$ cat config.mk
export PLATFORM = sky130hd
export DESIGN_NAME = fetch_queue
export DESIGN_NICKNAME = d
export VERILOG_FILES = /design/src/rtl/mips_pkg.sv /design/src/rtl/fetch_fifo.sv /design/src/rtl/fetch_queue.sv
export SDC_FILE = /design/constraint.sdc
export NUM_CORES = 1
export LEC_CHECK = 0
export ABC_AREA = 0
export CORE_ASPECT_RATIO = 1.4
export CORE_MARGIN = 2
export CORE_UTILIZATION = 40
export DETAILED_ROUTE_END_ITERATION = 8
export PLACE_DENSITY = 0.62
export RECOVER_POWER = 50
export SYNTH_ARGS = -nofsm -noshare
export SYNTH_HDL_FRONTEND = slang
export SYNTH_HIERARCHICAL = 1
export SYNTH_SLANG_ARGS = --single-unit
$ cat constraint.sdc
create_clock -name clk -period 5.5 [get_ports clk]
set_clock_uncertainty 0.05 [all_clocks]
set_input_delay 1.1 -clock clk [delete_from_list [all_inputs] [get_ports clk]]
set_output_delay 1.1 -clock clk [all_outputs]
set_load 0.005 [all_outputs]
$ cat src/rtl/mips_pkg.sv
// Constants shared by the MIPS front-end blocks: default datapath width,
// the NOP encoding presented on an empty fetch queue, and the PC step.
package mips_pkg;

    localparam int unsigned XLEN_DEFAULT = 32;
    localparam logic [31:0] NOP_INST     = 32'h0000_0000;
    localparam int unsigned PC_INC       = 4;

endpackage

$ cat src/rtl/fetch_fifo.sv
// Circular instruction store for the fetch queue: DEPTH entries of WIDTH bits
// with push, pop, flush and an occupancy count one bit wider than the pointers.
module fetch_fifo #(
    parameter int unsigned DEPTH = 4,
    parameter int unsigned WIDTH = 64
) (
    input  logic                     clk,
    input  logic                     rst,
    input  logic                     push,
    input  logic [WIDTH-1:0]         push_data,
    input  logic                     pop,
    input  logic                     flush,
    output logic [WIDTH-1:0]         head_data,
    output logic [$clog2(DEPTH):0]   count,
    output logic                     empty
);

    localparam int unsigned PW = $clog2(DEPTH);
    localparam int unsigned CW = PW + 1;

    logic [WIDTH-1:0] mem [DEPTH];
    logic [PW-1:0]    rd_ptr;
    logic [PW-1:0]    wr_ptr;
    logic             full;
    logic             do_push;
    logic             do_pop;

    assign empty   = (count == '0);
    assign full    = (count == CW'(DEPTH));
    assign do_push = push && !full && !flush;
    assign do_pop  = pop && !empty && !flush;

    assign head_data = mem[rd_ptr];

    // Storage carries no reset; the head is qualified by count upstream.
    always_ff @(posedge clk) begin
        if (do_push) begin
            mem[wr_ptr] <= push_data;
        end
    end

    always_ff @(posedge clk or negedge rst) begin
        if (!rst) begin
            rd_ptr <= '0;
            wr_ptr <= '0;
            count  <= '0;
        end else if (flush) begin
            rd_ptr <= '0;
            wr_ptr <= '0;
            count  <= '0;
        end else begin
            if (do_push) begin
                wr_ptr <= wr_ptr + PW'(1);
            end
            if (do_pop) begin
                rd_ptr <= rd_ptr + PW'(1);
            end
            case ({do_push, do_pop})
                2'b10:   count <= count + CW'(1);
                2'b01:   count <= count - CW'(1);
                default: count <= count;
            endcase
        end
    end

endmodule

$ cat src/rtl/fetch_queue.sv
// Instruction fetch front end: issues one-cycle-latency imem requests under a
// credit limit and buffers responses for IF/ID. Optional perf counters are
// enabled by defining FETCH_QUEUE_PERF_EN.
//
// Handshake: the head entry transfers on any cycle where out_valid and
// out_ready are both 1 and redirect is 0; out_inst/out_pc hold while out_ready=0.
module fetch_queue
    import mips_pkg::*;
#(
    parameter int unsigned     XLEN     = XLEN_DEFAULT,
    parameter int unsigned     DEPTH    = 4,
    parameter logic [XLEN-1:0] RESET_PC = '0
) (
    input  logic            clk,
    input  logic            rst,
    output logic            imem_req,
    output logic [XLEN-1:0] imem_addr,
    input  logic [31:0]     imem_rdata,
    input  logic            redirect,
    input  logic [XLEN-1:0] redirect_pc,
    output logic            out_valid,
    input  logic            out_ready,
    output logic [31:0]     out_inst,
    output logic [XLEN-1:0] out_pc,
    output logic [XLEN-1:0] pc_current
`ifdef FETCH_QUEUE_PERF_EN
    ,
    output logic [31:0]     perf_stall_cnt,
    output logic [31:0]     perf_flush_cnt
`endif
);

    localparam int unsigned CW      = $clog2(DEPTH) + 1;
    localparam int unsigned ENTRY_W = XLEN + 32;

    logic [XLEN-1:0]    fetch_pc;
    logic               inflight;
    logic [XLEN-1:0]    inflight_pc;
    logic [CW-1:0]      fifo_count;
    logic               fifo_empty;
    logic [ENTRY_W-1:0] head_data;
    logic [ENTRY_W-1:0] push_data;
    logic [CW:0]        occupancy;
    logic               credit_ok;
    logic               push;
    logic               pop;

    // Credit uses the registered count, so a pop frees a slot one cycle later.
    assign occupancy = {1'b0, fifo_count} + {{CW{1'b0}}, inflight};
    assign credit_ok = occupancy < (CW + 1)'(DEPTH);

    assign imem_req   = rst && !redirect && credit_ok;
    assign imem_addr  = fetch_pc;
    assign pc_current = fetch_pc;

    assign push      = inflight && !redirect;
    assign pop       = out_valid && out_ready && !redirect;
    assign push_data = {inflight_pc + XLEN'(PC_INC), imem_rdata};

    always_ff @(posedge clk or negedge rst) begin
        if (!rst) begin
            fetch_pc    <= RESET_PC;
            inflight    <= 1'b0;
            inflight_pc <= '0;
        end else begin
            inflight <= imem_req;
            if (imem_req) begin
                inflight_pc <= fetch_pc;
            end
            if (redirect) begin
                fetch_pc <= redirect_pc;
            end else if (imem_req) begin
                fetch_pc <= fetch_pc + XLEN'(PC_INC);
            end
        end
    end

    fetch_fifo #(
        .DEPTH (DEPTH),
        .WIDTH (ENTRY_W)
    ) u_fifo (
        .clk       (clk),
        .rst       (rst),
        .push      (push),
        .push_data (push_data),
        .pop       (pop),
        .flush     (redirect),
        .head_data (head_data),
        .count     (fifo_count),
        .empty     (fifo_empty)
    );

    // An empty queue drives NOP/zero so the stale head never leaks downstream.
    assign out_valid = !fifo_empty;
    assign out_inst  = out_valid ? head_data[31:0] : NOP_INST;
    assign out_pc    = out_valid ? head_data[ENTRY_W-1:32] : '0;

`ifdef FETCH_QUEUE_PERF_EN
    always_ff @(posedge clk or negedge rst) begin
        if (!rst) begin
            perf_stall_cnt <= '0;
            perf_flush_cnt <= '0;
        end else begin
            if (out_valid && !out_ready && (perf_stall_cnt != '1)) begin
                perf_stall_cnt <= perf_stall_cnt + 32'd1;
            end
            if (redirect && (perf_flush_cnt != '1)) begin
                perf_flush_cnt <= perf_flush_cnt + 32'd1;
            end
        end
    end
`endif

endmodule

==> impl_metrics.yaml <==
critical_path:
  startpoint_type: "primary input"
  crit_top_cell: "clkbuf_1"
  required_ps: 5870
  critPathArrivalTime_ps: 4580
  max_stage_delay_ps: 1930
  reg2reg_from: "u_fifo/count[0]$_DFFE_PN0P_"
  end_kind: "flip-flop"
  cp_slowest_cell: "clkbuf_1"
  crit_start: "redirect"
  crit_type: "in2reg"
  path_cells: "clkbuf_1, nor2_1, nand3_2, clkbuf_1, o21ai_0, a221o_1"
  path_depth: 6
  r2r_cells: 7
  worst-path-buf-inv: 2
  crit_family: "buffers and inverters"
  crit_fanout: 63
synth:
  yosysMostFrequentCell: "edfxtp_1"
  yosys.area_share.simple_pct: 11.9
  synthFlopType: "edfxtp_1"
  yosys_warnings: 6
  synth-edff-count: 256
  syn_inst: 936
  async_reset_ff_share_pct: 22.0
  synth.top_cells.by_area: "edfxtp_1, dfrtp_1, mux4_2"
  synth-xor-area-share_pct: 2.05
  yosysTopAreaCellShare_pct: 54.5
  synth_cell_types: 57
  synth_compound_area_share_pct: 3.89
  synth_commonest_cells: "edfxtp_1, nand2_1, dfrtp_1"
  ys_seq_elements: 328
  synth_top_family_by_area: "simple AND/OR/NAND/NOR gates"
  syn_area_per_cell_sq_um: 15.1
  synth_fa_ha_area_share_pct: 0.674
  yosysSeqAreaShare_pct: 67.2
  yosysTopAreaCell: "edfxtp_1"
  synth_mux_area_share_pct: 10.4
  syn_nets: 1011
  netlist_area_sq_mm: 0.0141
floorplanning:
  die-area_sq_mm: 0.0368
  start_util_pct: 40.5
  die_w_um: 163
  rows: 81
  fp.coreArea_sq_mm: 0.0349
  die_h_um: 226
  ioPinCount: 198
sta:
  slew_headroom_pct: -81.0
  setup_viol_count_final: 0
  setup-tns-final_ps: 0
  fmax_ghz: 0.238
  fin_crit_ps: 4210
  slew_violations: 144
  holdWs_ps: 466
  worst_pin_slew_ps: 2720
  timing.final.crit_share_pct: 76.5
  rsz0062_at_grt: "false"
  hold_violations: 0
cts:
  clkLatencyLatePin_ps: 540
  cts_max_level: 1
  cts_resized: 0
  postCtsHoldBufs: 0
  cts_tree: "built"
  post-cts-setup-buffers: 0
  cts_buffers: 30
  cts_buffer_depth: 3
  path_clk_slew_ps: 60
  cts-root-buf: "clkbuf_16"
  cts_sinks: 328
pwr:
  power_per_cell_area_mw_per_mm2: 312
  leakage_nw: 5.86
  ir_drop_mv: 0.204
global_route:
  grt.total_usage_pct: 16.3
  grt_first_pass_wirelength_mm: 47.2
  grt_pass1_vias: 8641
  grt_antenna_before_repair: 0
  grt_start_max_net_pins: 73
  overflow: 0
placed_design:
  dp_hpwl_mm: 18.5
  placed_area_sq_mm: 0.0163
  place_congestion: 0.786
  placedCellCount: 1521
  port_buffers: 197
routing:
  post_drt_via_cell_ratio: 5.20
  dr_wl_met2_mm: 14.7
  drt-total-wl_mm: 29.5
  vias: 8202
  ant_nets: 0
  met3_length_mm: 1.45
  drt_pass1_iterations: 4
  avgRoutedWirePerCell_um: 18.7
  top_layer: "met4"
  drtIter0Drc: 465
  m1WireLength_mm: 12.7
  drc: 0
cells_and_area:
  diodes: 0
  multi_input_area_sq_mm: 0.00411
  nFillCells: 3038
  fin_cells: 1577
  seqCellArea_sq_mm: 0.00949
  post-route-util_pct: 49.6
  nets: 1172
  drive_above_1_share_pct: 12.0
  syn_to_final_growth_pct: 22.5
  post-route-cell-area_sq_mm: 0.0173
min_path:
  whs_path_depth: 2
  holdCritPathClass: "reg2reg"
  min_from: "inflight_pc[10]$_DFFE_PN0P_"
run_status:
  violations: "capacitance limit, slew limit"
  status: "finished with violations"
flow_run:
  cap_violations: 3
report_power, final:
group	internal, W	switching, W	total [W]	leakage [nW]
clock network	0.00126	0.000865	0.00213	0.501
registers	0.00279	0.000106	0.00289	3.21
logic	0.000200	0.000183	0.000383	2.15
layer usage:
metal  vias up  track usage (%)
met2       255             28.0
met1      4074             21.9
met3        47             2.03
met4         0             4.48
met5         -                0
li1       3826                -
placed cells by master (no fill, tap or decap), drive strengths merged, types with 12 or more instances in the layout:
master / count
clkbuf: 40
clkdlybuf4s50: 158
clkinv: 16
dfrtp: 72
dlygate4sd3: 37
edfxtp: 256
inv: 12
mux4: 64
nand2: 135
nand3: 31
nand4: 16
nor2: 30
nor2b: 65
o21ai: 26
xnor2: 21
xor2: 12
sequential cells by signal, indices dropped and copies added, names as in the netlist:
register and cells:
imem_addr 32, u_fifo/count 3, u_fifo/mem 256, u_fifo/rd_ptr 2, u_fifo/wr_ptr 2, inflight_pc 32
inflight 1
cells by family after synthesis:
group	Yosys count
AO/OA/AOI/OAI	80
XOR/XNOR	33
adder cells (fa/ha/maj)	7
buffers and inverters	91
flip-flops	328
multiplexers	67
AND/OR/NAND/NOR	330
final cells by class:
type	instances	area share, %
clock inverter	21	1.37
multi-input combinational	517	23.8
clock buffer	35	4.57
tap	456	3.30
inverter	13	0.282
sequential	328	54.9
timing repair buffer	207	11.8
worst paths after layout:
check                                                to  slack, ps
hold / removal              inflight_pc[10]$_DFFE_PN0P_        470
hold reg to reg             inflight_pc[10]$_DFFE_PN0P_        470
max in group asynchronous  u_fifo/rd_ptr[0]$_DFFE_PN0P_       3750
min in group asynchronous     imem_addr[17]$_DFFE_PN0P_        930
setup reg to reg              imem_addr[26]$_DFFE_PN0P_       1630
setup / recovery              imem_addr[14]$_DFFE_PN0P_       1290
metrics by stage:
stage,power [W],setup slack [ps]
final,0.00540,1290
after global routing,0.00561,940
after CTS,0.00547,1220
after detailed placement,0.00333,1620
after global placement,0.00332,1740
after floorplan,0.00311,1330
worst register-to-register path: cells and delay by family, from the launching register on:
family                 cells  cell delay [ps]
DFF                        1              560
buffers and inverters      2             1600
and+or+nand+nor            5             1590
(Power assumes the default switching activity.)
